## src/rtl/stream_pkg.sv

```systemverilog
// stream_pkg: shared types and helpers for the stream serializer
package stream_pkg;

    typedef enum logic {EMPTY, BUSY} ser_state_t;

    function automatic int beat_cnt_w(input int ratio);
        return (ratio <= 2) ? 1 : $clog2(ratio);
    endfunction

endpackage

```

## src/rtl/stream_serializer.sv

```systemverilog
// stream_serializer: wide-to-narrow valid/ready converter, one WIDTH*RATIO word -> RATIO WIDTH-bit beats, LSB slice first
//   clk, rstn (sync, active-low)
//   s_valid/s_ready/s_data : wide input word stream
//   m_valid/m_ready/m_data : narrow output beat stream
//   STREAM_SERIALIZER_LAST_EN : adds s_last (captured with the word) and m_last (flags the final beat)
module stream_serializer
    import stream_pkg::*;
#(
    parameter int WIDTH = 8,
    parameter int RATIO = 4
) (
    input  logic                   clk,
    input  logic                   rstn,
    input  logic                   s_valid,
    output logic                   s_ready,
    input  logic [WIDTH*RATIO-1:0] s_data,
    output logic                   m_valid,
    input  logic                   m_ready,
    output logic [WIDTH-1:0]       m_data
`ifdef STREAM_SERIALIZER_LAST_EN
   ,input  logic                   s_last,
    output logic                   m_last
`endif
);
    localparam int CW = beat_cnt_w(RATIO);
    localparam logic [CW-1:0] LAST_BEAT = CW'(RATIO - 1);

    ser_state_t                   state_q, state_d;
    logic [CW-1:0]                cnt_q, cnt_d;
    logic [RATIO-1:0][WIDTH-1:0]  word_q, word_d;
    logic                         accept, fin;

    always_ff @(posedge clk) begin
        if (!rstn) begin
            state_q <= EMPTY;
            cnt_q   <= '0;
        end else begin
            state_q <= state_d;
            cnt_q   <= cnt_d;
        end
        word_q <= word_d;
    end

    always_comb begin
        accept  = s_valid && s_ready;
        fin     = state_q == BUSY && cnt_q == LAST_BEAT && m_ready;
        state_d = accept ? BUSY : fin ? EMPTY : state_q;
        cnt_d   = accept ? '0 : (state_q == BUSY && m_ready) ? (cnt_q == LAST_BEAT ? '0 : cnt_q + 1'b1) : cnt_q;
        word_d  = accept ? s_data : word_q;
    end

    // s_ready looks at m_ready combinationally so a new word lands in the same cycle the last beat leaves
    always_comb begin
        s_ready = rstn && (state_q == EMPTY || (cnt_q == LAST_BEAT && m_ready));
        m_valid = state_q == BUSY;
        m_data  = word_q[cnt_q];
    end

`ifdef STREAM_SERIALIZER_LAST_EN
    logic last_q;

    always_ff @(posedge clk) begin
        if (!rstn)
            last_q <= 1'b0;
        else if (accept)
            last_q <= s_last;
    end

    assign m_last = last_q && cnt_q == LAST_BEAT;
`endif

endmodule

```

## config.mk

```make
export PLATFORM = sky130hd
export DESIGN_NAME = stream_serializer
export DESIGN_NICKNAME = d
export VERILOG_FILES = /design/src/rtl/stream_pkg.sv /design/src/rtl/stream_serializer.sv
export SDC_FILE = /design/constraint.sdc
export NUM_CORES = 1
export LEC_CHECK = 0
export ABC_AREA = 1
export BUFFER_PORTS_ARGS = -buffer_cell sky130_fd_sc_hd__buf_2
export CAP_MARGIN = 20
export CORE_MARGIN = 2
export CORE_UTILIZATION = 49
export DETAILED_ROUTE_END_ITERATION = 7
export PLACE_DENSITY_LB_ADDON = 0.12
export SLEW_MARGIN = 20
export SYNTH_ARGS = -nofsm -noshare
export SYNTH_HDL_FRONTEND = slang
export SYNTH_SLANG_ARGS = --single-unit
```

## constraint.sdc

```tcl
create_clock -name clk -period 2.2 [get_ports clk]
set_input_delay 0.22 -clock clk [delete_from_list [all_inputs] [get_ports clk]]
set_output_delay 0.22 -clock clk [all_outputs]
set_load 0.005 [all_outputs]
```

==> flow_summary.toml, run 1 <==
[global_routing]
grt_antenna_before_repair = 0
grt_overflow = 0
grt_util_all_layers_pct = 16.7
grt_pass1_wl_mm = 3.97
grt_pass1_vias = 935
grt_max_degree = 33

[pwr]
power.leakage_nw = 0.692
powerDensity_mw_per_mm2 = 706
ir_worst_vdd_mv = 0.478

[routing]
vias = 937
wl_per_cell_um = 11.8
vias_per_cell = 4.83
firstDrtPassIters = 4
ant_nets = 0
drc = 0
first_iter_violations = 25
finalWirelength_mm = 2.30

[logic_synthesis]
syn_inst = 112
syn_area_mm2 = 0.00138
yosys.area.top_type_share_pct = 69.6
ys_top_cells_by_area = "edfxtp_1 (70%), nor2_1 (8.4%), o21ai_1 (6.9%)"
synth-seq-cells = 35
avgSynthCellArea_um2 = 12.3
synth_fp_nets = 149
synth_seq_area_share_pct = 73.9
synth_top_area_cell = "edfxtp_1"
ys_types = 14
synth_warnings = 0

[clock_tree]
ctsHtreeMaxLevel = 2
postCtsHoldBufs = 0
cts.path.max_buffers = 2
cts_buffers = 5
cts_sinks = 35
post_cts_buffers = 0
cts_tree = "done"
cts.repair.resized = 0
cts.clk_slew.worst_paths_ns = 0.10
clk_latency_ns = 0.33
root_buffer = "clkbuf_4"

[cells_and_area]
n_antenna_cell = 0
area_growth_pct = 20.7
final_nets = 199
fin_cells = 194
layout-drive-gt1-share_pct = 33.1

[setup_path]
cp_max_fo = 18
end_kind = "primary output"
critical_path_class = "register to primary output"
critPathLaunch = "cnt_q[0]"
cp_data_arrival_time_ns = 1.44
r2r-start = "cnt_q[1]"
worstPathRequired_ns = 1.98
critPathLaunchType = "register"

[min_path]
holdCritStartpoint = "s_data[19]"
min_path_type = "input pin to register"

[outcome]
status = "finished, final reports clean"

[sta]
post-route-period-util_pct = 75.5
period_needed_ns = 1.66
skew_ns = 0.00564
max_freq_mhz = 602
rsz0062_at_grt = "false"
slew_headroom_pct = 74.3
slew_violations = 0
setup_viol = 0
report.final.hold_viol_count = 0
worstMarginPinSlew_ns = 0.385
hold_ws_ns = 0.0593
fin_tns_setup_ns = 0

[die]
die_x_um = 57.1
io_pins = 46
start_util_pct = 51.0
rows = 19
dieArea_mm2 = 0.00326
fp.dieH_um = 57.1
core_region_area_mm2 = 0.00271

[flow_run]
drv_cap = 0

[placed_design]
dpl.cell_count = 186
gp_congestion = 0.712
dp_hpwl_mm = 1.55
io_buffers = 45
## synth_stat cells
cell	n
ha_1	1
inv_2	1
dfxtp_1	3
a21oi_1	1
o21ai_0	5
edfxtp_1	32
buf_4	1
nand3_1	2
nor2_1	31
inv_4	1
o21ai_1	19
nand2_1	7
inv_1	5
buf_6	3
## per-stage QoR
step           utilization [%]  cell area (um^2)  setup slack (ns)  power (mW)
3_3_place_gp              59.7              1620             0.736       0.877
4_1_cts                   61.5              1670             0.521        1.20
3_5_place_dp              59.7              1620             0.675       0.881
5_1_grt                   61.5              1670             0.380        1.24
6_report                  61.5              1670             0.540        1.18
2_1_floorplan                -              1380             0.476       0.828
## cells by family (layout without fill, tap and decap cells)
| group | after synthesis | in the layout | synth area share [%] |
|---|---|---|---|
| buffers and inverters | 11 | 62 | 5.07 |
| AOI/OAI and AO/OA | 25 | 25 | 9.06 |
| and+or+nand+nor | 40 | 40 | 11.1 |
| DFF | 35 | 35 | 73.9 |
| adders and majority gates | 1 | 1 | 0.906 |
## worst max-delay path: stages (launching register included)
cell and delay, ns:
dfxtp_1 0.34, buf_4 0.24, inv_4 0.13, o21ai_0 0.19, o21ai_1 0.09, buf_2 0.13
## power by group
group	total (mW)	leakage, nW	switching (mW)	internal, mW
registers	0.762	0.321	0.00705	0.755
logic	0.102	0.344	0.0543	0.0473
clock network	0.315	0.0265	0.187	0.127
total	1.18	0.692	0.249	0.929
## layout by cell type (no fill, tap or decap), drive strengths merged
cell type / n
dfxtp: 3
inv: 7
ha: 1
a21oi: 1
edfxtp: 32
nand3: 2
clkbuf: 8
nand2: 7
nor2: 31
buf: 47
o21ai: 24
## layer usage
| metal | wire [um] | share of wire (%) | vias up | track usage, % |
|---|---|---|---|---|
| li1 | - | - | 487 | - |
| met1 | 965 | 42 | 417 | 20.3 |
| met2 | 1140 | 49 | 29 | 26.1 |
| met3 | 163 | 7.1 | 4 | 7.71 |
| met4 | 29 | 1.3 | 0 | 6.64 |
| met5 | 0 | 0 | - | 0 |
## path summary, 6_finish.rpt
path,to,slack (ns),depth (start not counted)
setup reg to reg,word_q[20],0.68,6
setup / recovery,m_data[6],0.54,5
hold reg to reg,cnt_q[1],0.59,4
hold / removal,word_q[19],0.06,1
## area by class of cell
class,instances,area [um^2]
Clock buffer,8,48.8
Timing Repair Buffer,47,240
Sequential cell,35,1020
Fill cell,239,1040
Multi-Input combinational cell,66,290
Tap cell,31,38.8
Inverter,7,28.8
## sequential cells by signal (all words and copies together), names as in the netlist
name	cells
cnt_q	2
m_valid	1
word_q	32
No activity file was read; power rests on OpenSTA's default activity.
==> run 2: changes to the inputs <==
--- a/config.mk
+++ b/config.mk
@@ -9,7 +9,7 @@
 export BUFFER_PORTS_ARGS = -buffer_cell sky130_fd_sc_hd__buf_2
 export CAP_MARGIN = 20
 export CORE_MARGIN = 2
-export CORE_UTILIZATION = 49
+export CORE_UTILIZATION = 44
 export DETAILED_ROUTE_END_ITERATION = 7
 export PLACE_DENSITY_LB_ADDON = 0.12
 export SLEW_MARGIN = 20
==> constraint.sdc (replaced) <==
create_clock -name clk -period 1.4 [get_ports clk]
set_input_delay 0.14 -clock clk [delete_from_list [all_inputs] [get_ports clk]]
set_output_delay 0.14 -clock clk [all_outputs]
set_load 0.005 [all_outputs]
==> run 2 against run 1 <==
  * The run now ends with setup timing left
  * Non-clock buffer count grew 37
  * Flip-flop and latch count stayed put
  * Via count up 19%
  * Critical path depth stayed put
  * Critical path type unchanged
  * Combinational power increased to 2.7 times the previous value
==> flow_summary.toml, run 2 (synthesized netlist as in run 1, its figures left out) <==
[outcome]
violations = "setup timing"
status = "complete, but fails checks"

[cells_and_area]
layout_commonest_cell = "buf_2"
n_antenna_cell = 0
top_register = "word_q"
area_growth_pct = 55.5
finalInstanceArea_mm2 = 0.00215
layout_common_cells = "buf_2 (45), dlygate4sd3_1 (32), edfxtp_1 (32)"
layout-drive-gt1-share_pct = 33.0
final_nets = 236
nFillCells = 229
largest_register_ffs = 32
fin_cells = 244

[flow_run]
drv_cap = 0

[die]
rows = 20
start_util_pct = 45.6
io_pins = 46
die_x_um = 60.0
fp.dieH_um = 60.0
core_region_area_mm2 = 0.00303
dieArea_mm2 = 0.00360

[setup_path]
worstPathRequired_ns = 1.26
cp_max_fo = 18
worstPathCellList = "buf_12 > inv_8 > o21ai_1 > o21ai_1 > buf_2"
critPathLaunchType = "register"
cp_slowest_cell = "dfxtp_2"
end_kind = "primary output"
cp_data_arrival_time_ns = 1.33
path_common_cell = "o21ai_1"
critical_path_class = "register to primary output"
critical_path.max_stage_delay_ns = 0.37

[routing]
vias = 1115
ant_nets = 0
firstDrtPassIters = 4
drc = 0
wl_per_cell_um = 12.2
vias_per_cell = 4.57
first_iter_violations = 19
finalWirelength_mm = 2.97

[sta]
period_needed_ns = 1.47
slew_violations = 0
slew_headroom_pct = 84.5
rsz0062_at_grt = "true"
post-route-period-util_pct = 105
fin_tns_setup_ns = -0.405
fin_ws_ns = -0.0734
report.final.hold_viol_count = 0
worstMarginPinSlew_ns = 0.232
setup_viol = 24
skew_ns = 0.00668
hold_ws_ns = 0.0732
max_freq_mhz = 679

[min_path]
min_path_type = "input pin to register"

[global_routing]
grt_antenna_before_repair = 0
grt_pass1_vias = 1012
grt_pass1_wl_mm = 4.35
grt_overflow = 0
grt_util_all_layers_pct = 17.6
grt_max_degree = 26

[clock_tree]
cts_buffers = 5
ctsHtreeMaxLevel = 2
root_buffer = "clkbuf_4"
cts_sinks = 35
cts.clk_slew.worst_paths_ns = 0.10
cts_tree = "done"
cts.path.max_buffers = 2
clk_latency_ns = 0.33

[pwr]
power.leakage_nw = 0.869
ir_worst_vdd_mv = 0.584
pwr-share-comb_pct = 13.9
p_sw_mw = 0.434
netSwitchingFraction_pct = 22.0
p_int_mw = 1.54
power_frac_clock_pct = 25.1
power.share.sequential_pct = 61.0
powerDensity_mw_per_mm2 = 917

[placed_design]
dp_hpwl_mm = 1.68
preCtsSetupSlack_ns = 0.0553
dpl.cell_count = 200
io_buffers = 45
gp_congestion = 0.751
postPlaceCellArea_mm2 = 0.00167
==> run 2: worst paths after layout <==
kind / startpoint / to / slack (ns) / depth (start not counted)
worst max register to register: cnt_q[1] / word_q[11] / -0.02 / 6
worst min register to register: cnt_q[1] / cnt_q[1] / 0.55 / 4
worst min-delay path: s_valid / m_valid / 0.07 / 3
worst max-delay path: cnt_q[0] / m_data[0] / -0.07 / 5
==> run 2: power groups by stage <==
stage                     clock, mW  combinational, mW  sequential [mW]
final                         0.494              0.274             1.20
after detailed placement          0              0.173             1.22
after floorplan                   0             0.0828             1.22
after global routing          0.561              0.301             1.21
after CTS                     0.515              0.250             1.20
after global placement            0              0.169             1.22
==> run 2: area by class of cell <==
class	count	area (um^2)	share of cell area, %
Clock buffer	6	41.3	1.92
Clock inverter	2	7.51	0.349
Inverter	7	40.0	1.86
Multi-Input combinational cell	66	315	14.7
Sequential cell	35	1020	47.6
Tap cell	44	55.1	2.56
Timing Repair Buffer	84	666	31.0
==> run 2: worst max-delay path, delay by kind of cell, from the launching register on <==
| family | cells | cell delay [ns] |
|---|---|---|
| buf+inv | 3 | 0.37 |
| flops | 1 | 0.37 |
| compound gates | 2 | 0.27 |
==> run 2: stage by stage <==
step	total power [mW]	utilization (%)
2_1_floorplan	1.30	-
3_3_place_gp	1.39	55.1
3_5_place_dp	1.40	55.1
4_1_cts	1.97	68.3
5_1_grt	2.07	71.0
6_report	1.97	71.0
==> run 2: routing by layer <==
metal | part of all wire, % | vias up | wire length (um) | global-route usage [%]
met5 | 0 | - | 0 | 0
li1 | - | 566 | - | -
met3 | 6.1 | 5 | 180 | 6.71
met4 | 1.1 | 0 | 34 | 6.67
met1 | 41 | 509 | 1220 | 19.6
met2 | 52 | 35 | 1540 | 30.3
==> run 2: timing repair <==
| action | 4_1_cts | 5_1_grt |
|---|---|---|
| setup buffers | 1 | 0 |
| endpoints found under the setup margin | 9 | 41 |
| endpoints found under the hold margin | 32 | 0 |
| resized for setup | 7 | 5 |
| cloned | 0 | 3 |
| hold buffers | 32 | 0 |
